[config.mk]
export PLATFORM = sky130hd
export DESIGN_NAME = adder_error_monitor
export DESIGN_NICKNAME = d
export VERILOG_FILES = /design/src/rtl/adder_error_monitor.sv
export SDC_FILE = /design/constraint.sdc
export NUM_CORES = 1
export LEC_CHECK = 0
export ABC_AREA = 0
export BUFFER_PORTS_ARGS = -buffer_cell sky130_fd_sc_hd__buf_2
export CAP_MARGIN = 0
export CELL_PAD_IN_SITES_DETAIL_PLACEMENT = 0
export CELL_PAD_IN_SITES_GLOBAL_PLACEMENT = 1
export CORE_UTILIZATION = 40
export CTS_BUF_LIST = sky130_fd_sc_hd__clkbuf_16
export DETAILED_ROUTE_END_ITERATION = 16
export GPL_TIMING_DRIVEN = 0
export PLACE_DENSITY = 0.83
export SLEW_MARGIN = 5
export SYNTH_ARGS = -nofsm -noshare
export SYNTH_HDL_FRONTEND = slang
export SYNTH_SLANG_ARGS = --single-unit
[constraint.sdc]
create_clock -name clk_i -period 3.5 [get_ports clk_i]
set_clock_uncertainty 0.1 [all_clocks]
set_input_delay 0.7 -clock clk_i [delete_from_list [all_inputs] [get_ports clk_i]]
set_output_delay 0.7 -clock clk_i [all_outputs]
set_load 0.1 [all_outputs]
[src/rtl/adder_error_monitor.sv]
// Error-statistics stage behind an approximate OP_W+OP_W adder. It recomputes the exact
// sum of each accepted sample and accumulates count, error, bias and max figures per run.
module adder_error_monitor #(
    parameter int OP_W      = 16,
    parameter int N_SAMPLES = 1024,
    parameter int CNT_W     = 32,
    parameter int ACC_W     = 48
) (
    input  logic             clk_i,
    input  logic             rst_i,
    input  logic             start_i,
    input  logic             in_valid_i,
    output logic             in_ready_o,
    input  logic [OP_W-1:0]  a_i,
    input  logic [OP_W-1:0]  b_i,
    input  logic [OP_W:0]    approx_sum_i,
    output logic             busy_o,
    output logic             done_o,
    output logic [CNT_W-1:0] sample_count_o,
    output logic [CNT_W-1:0] err_count_o,
    output logic [ACC_W-1:0] sum_abs_err_o,
    output logic [ACC_W-1:0] sum_err_o,
    output logic [OP_W:0]    max_abs_err_o
);

    // Counters must hold N_SAMPLES without wrapping; sum_err must hold a sign-extended error.
    if (N_SAMPLES < 1 || CNT_W < $clog2(N_SAMPLES + 1) || ACC_W < OP_W + 2) begin : g_param_check
        $error("adder_error_monitor: illegal parameter combination");
    end

    // state | meaning
    // IDLE  | waiting for start, stats hold last cleared/reset values
    // RUN   | accepting samples until N_SAMPLES have been taken
    // DRAIN | pipeline emptying into the stats, no new samples
    // DONE  | stats final and frozen, done asserted
    typedef enum logic [1:0] {
        ST_IDLE  = 2'd0,
        ST_RUN   = 2'd1,
        ST_DRAIN = 2'd2,
        ST_DONE  = 2'd3
    } state_t;

    state_t           state_q, state_d;
    logic [CNT_W-1:0] remain_q, remain_d;
    logic [1:0]       drain_q, drain_d;
    logic             accept;
    logic             clear_stats;

    always_ff @(posedge clk_i) begin
        if (rst_i) begin
            state_q  <= ST_IDLE;
            remain_q <= '0;
            drain_q  <= '0;
        end else begin
            state_q  <= state_d;
            remain_q <= remain_d;
            drain_q  <= drain_d;
        end
    end

    always_comb begin
        state_d  = state_q;
        remain_d = remain_q;
        drain_d  = drain_q;
        case (state_q)
            ST_IDLE, ST_DONE: begin
                if (clear_stats) begin
                    state_d  = ST_RUN;
                    remain_d = CNT_W'(N_SAMPLES);
                end
            end
            ST_RUN: begin
                if (accept) begin
                    remain_d = remain_q - CNT_W'(1);
                    if (remain_q == CNT_W'(1)) begin
                        state_d = ST_DRAIN;
                        drain_d = 2'd2;
                    end
                end
            end
            ST_DRAIN: begin
                if (drain_q == 2'd0) state_d = ST_DONE;
                else                 drain_d = drain_q - 2'd1;
            end
            default: state_d = ST_IDLE;
        endcase
    end

    always_comb begin
        in_ready_o  = (state_q == ST_RUN);
        busy_o      = (state_q == ST_RUN) || (state_q == ST_DRAIN);
        done_o      = (state_q == ST_DONE);
        clear_stats = start_i && ((state_q == ST_IDLE) || (state_q == ST_DONE));
    end

    assign accept = in_valid_i && in_ready_o;

    logic [OP_W+1:0] s1_d;
    logic [OP_W+1:0] s1_d_q, s1_neg_d;
    logic [OP_W+1:0] s2_d_q;
    logic [OP_W:0]   s1_ad, s2_ad_q;
    logic            s1_valid_q, s2_valid_q;

    // Signed error in OP_W+2 bits: the exact sum never exceeds OP_W+1 bits.
    assign s1_d     = {1'b0, approx_sum_i} - ({2'b00, a_i} + {2'b00, b_i});
    assign s1_neg_d = -s1_d_q;
    assign s1_ad    = s1_d_q[OP_W+1] ? s1_neg_d[OP_W:0] : s1_d_q[OP_W:0];

    always_ff @(posedge clk_i) begin
        if (rst_i || clear_stats) begin
            s1_valid_q <= 1'b0;
            s2_valid_q <= 1'b0;
        end else begin
            s1_valid_q <= accept;
            s2_valid_q <= s1_valid_q;
        end
    end

    always_ff @(posedge clk_i) begin
        if (accept) s1_d_q <= s1_d;
        if (s1_valid_q) begin
            s2_d_q  <= s1_d_q;
            s2_ad_q <= s1_ad;
        end
    end

    logic [CNT_W-1:0] sample_count_q, err_count_q;
    logic [ACC_W-1:0] sum_abs_q, sum_abs_d, sum_err_q, sum_err_d;
    logic [OP_W:0]    max_q, max_d;
    logic [ACC_W:0]   abs_sum, err_sum;

    always_comb begin
        abs_sum   = {1'b0, sum_abs_q} + {{(ACC_W-OP_W){1'b0}}, s2_ad_q};
        err_sum   = {sum_err_q[ACC_W-1], sum_err_q}
                  + {{(ACC_W-OP_W-1){s2_d_q[OP_W+1]}}, s2_d_q};
        sum_abs_d = abs_sum[ACC_W] ? '1 : abs_sum[ACC_W-1:0];
        if (err_sum[ACC_W] != err_sum[ACC_W-1])
            sum_err_d = err_sum[ACC_W] ? {1'b1, {(ACC_W-1){1'b0}}} : {1'b0, {(ACC_W-1){1'b1}}};
        else
            sum_err_d = err_sum[ACC_W-1:0];
        max_d = (s2_ad_q > max_q) ? s2_ad_q : max_q;
    end

    always_ff @(posedge clk_i) begin
        if (rst_i || clear_stats) begin
            sample_count_q <= '0;
            err_count_q    <= '0;
            sum_abs_q      <= '0;
            sum_err_q      <= '0;
            max_q          <= '0;
        end else if (s2_valid_q) begin
            sample_count_q <= sample_count_q + CNT_W'(1);
            err_count_q    <= err_count_q + CNT_W'(s2_d_q != '0);
            sum_abs_q      <= sum_abs_d;
            sum_err_q      <= sum_err_d;
            max_q          <= max_d;
        end
    end

    assign sample_count_o = sample_count_q;
    assign err_count_o    = err_count_q;
    assign sum_abs_err_o  = sum_abs_q;
    assign sum_err_o      = sum_err_q;
    assign max_abs_err_o  = max_q;

endmodule

==> reports/results.tsv <==
metric	value	unit
clock_tree.buffer_depth	3	
holdCritPathClass	register to register	
ys_seq_elements	267	
slew_headroom	0.468	
arrival	3.97	ns
fin_area	19800	sq um
drt_iter0_markers	1054	
reg2reg_from	s2_d_q[17]	
worstHoldPathCells	0	
final.fill_count	3826	
crit_path_end_kind	register	
finalWirelength	45.9	mm
seq_area_frac_synth	0.364	
reg2regPathDepth	14	
fin_crit_sh	1.02	
diodes	0	
coreArea	39700	sq um
final_cell_mix	buf_2 (234), dfxtp_1 (204), a21oi_1 (149)	
crit_required	3.91	ns
cellPowerDensity	512	nW/um^2
hold_viol_final	0	
dieHeight	203	microns
final_nets	2338	
drtAntennaViolNets	0	
finalWorstSetupSlack	-0.0651	ns
routed_via_density	5.40	
die_w	203	microns
postPlaceCellArea	18000	sq um
cts_sinks	267	
yosysUniqueCellTypes	73	
maxCapViolations	0	
fin_cells	2705	
violations	negative setup slack	
cts_tree	done	
hold-path-endpoint	s2_d_q[17]	
cts_made_buffers	31	
cts_hold_buf	0	
antenna_found_initial	0	
synthFlopType	dfxtp_1	
dp_cells	2624	
port_buffers	231	
rsz0062_at_grt	yes	
p_leak	0.00829	uW
via_count	14617	
drtPass1Iterations	5	
clock_latency	0.58	ns
hpwl	33.7	mm
setup-violations-final	12	
cts.htree.levels	1	
synth_nets	2051	
cts.clk_slew.worst_paths	0.06	ns
status	finished, violations left	
die_area	41100	sq um
power	10200	uW
grt_usage	0.214	
worstMarginPinSlew	0.798	ns
drc_errors	0	
slew_violations	0	
async_flop_share	0	
start_kind	register	
place.gp.congestion	0.879	
num_rows	73	
timing.fmax	280	MHz
wl_per_cell	17.0	microns
worstPathMaxFanout	7	
first_global_vias	13805	
r2r_slack	-0.07	ns
grt_max_degree	36	
synth_area_per_cell	8.63	sq um
initial_utilization	0.406	
drive_above_1_share	0.223	
grt_pass1_wl	72.4	mm
syn_inst	1868	
netlist_area	16100	sq um
grt_remaining_overflow	0	
ios	233	
crit_type	register to register	
post-route-min-period	3.57	ns
r2r-end	sum_err_o[2]	
clock-root-buffer	clkbuf_16	
final_common_cell	buf_2	
worstHoldStart	s1_d_q[17]	
syn_to_final_growth	23.1	%
yosys_warnings	0	
synth_edf_count	52	
peakVddDrop	0.392	mV
==> routing by layer <==
layer | wire (microns) | track usage | vias up
met5 | 0 | 0 | -
met4 | 1200 | 0.0628 | 0
met3 | 2660 | 0.0385 | 73
met2 | 20700 | 0.348 | 392
met1 | 21300 | 0.289 | 6888
li1 | - | - | 7264
==> sequential cells by signal (all words and copies together) (netlist names) <==
signal	cells
max_abs_err_o	17
s2_valid_q	1
sum_err_o	48
s2_d_q	18
drain_q	2
s1_d_q	18
sum_abs_err_o	48
sample_count_o	32
state_q	2
s2_ad_q	16
remain_q	32
s1_valid_q	1
err_count_o	32
==> what timing repair did <==
action	CTS	global route
endpoints found under the setup margin	109	114
buffers inserted	19	12
pin swaps	20	31
cloned	2	5
endpoints found under the hold margin	0	0
resized for setup	54	107
==> area by class of cell <==
cell class | instances | area (sq um) | share of cell area
clock inverter | 27 | 219 | 0.0110
buffer | 69 | 360 | 0.0182
tap | 525 | 657 | 0.0331
clock buffer | 31 | 776 | 0.0391
multi-input combinational | 1427 | 10100 | 0.509
timing repair buffer | 268 | 1520 | 0.0766
sequential | 267 | 5880 | 0.296
inverter | 91 | 342 | 0.0172
==> Yosys cell counts (all sizes together) (17+ instances only) <==
cell type	instances	area [sq um]
and3	30	188
xnor2	91	797
nand4	39	244
maj3	31	310
dfxtp	215	4300
nor4	23	174
nand2b	17	109
edfxtp	52	1560
fa	18	360
clkbuf	70	263
a31oi	26	184
nor2	151	567
nor2b	17	106
nor3	28	140
inv	90	338
a21o	40	300
o21ai	140	708
nand3	75	375
o31ai	29	218
a21oi	184	928
o21bai	18	139
xor2	86	753
or3	25	161
nand2	137	517
ha	112	1400
==> logic make-up (layout without fill, tap and decap cells) <==
| group | Yosys count | count (layout) | synth area share |
|---|---|---|---|
| compound gates | 506 | 506 | 0.190 |
| xor+xnor | 177 | 177 | 0.0962 |
| fa+ha+maj | 161 | 161 | 0.129 |
| buf+inv | 175 | 486 | 0.0418 |
| flops | 267 | 267 | 0.364 |
| mux | 6 | 6 | 0.00373 |
| simple gates | 576 | 577 | 0.176 |
==> critical path, cell delays in order (launching register included) <==
cell,delay (ns)
edfxtp_1,0.39
buf_6,0.16
buf_8,0.13
ha_4,0.21
a21o_1,0.18
or3_1,0.36
o21ai_2,0.18
o221ai_2,0.10
o21bai_4,0.21
a31oi_4,0.27
mux2i_4,0.34
nand2_2,0.20
buf_6,0.18
maj3_1,0.33
a21oi_1,0.14
==> metrics by stage <==
step | setup slack, ns | hold slack, ns | utilization | TNS, ns
3_5_place_dp | -1.38 | 0.339 | 0.454 | -77.33
6_report | -0.0651 | 0.353 | 0.499 | -0.433
3_3_place_gp | -1.23 | 0.339 | 0.454 | -68.95
4_1_cts | 0.00234 | 0.347 | 0.487 | 0
5_1_grt | -0.182 | 0.375 | 0.499 | -3.07
2_1_floorplan | -0.132 | 0.324 | - | -3.56
==> how the worst max path moves through the flow <==
| stage | to | slack, ns | cells after the start | startpoint |
|---|---|---|---|---|
| 2_1_floorplan | sum_err_o[10] | -0.13 | 13 | s2_d_q[17] |
| 3_3_place_gp | sum_err_o[13] | -1.23 | 12 | s2_d_q[17] |
| 3_5_place_dp | sum_err_o[12] | -1.38 | 12 | s2_d_q[17] |
| 4_1_cts | sum_err_o[0] | 0.002 | 14 | s2_d_q[17] |
| 5_1_grt | sum_err_o[2] | -0.18 | 14 | s2_d_q[17] |
| 6_report | sum_err_o[2] | -0.07 | 14 | s2_d_q[17] |
==> power breakdown <==
group / internal (uW) / switching [uW]
logic: 1180 / 2020
clock network: 1830 / 1360
registers: 3480 / 292
Power figures use the tool's default switching activity.
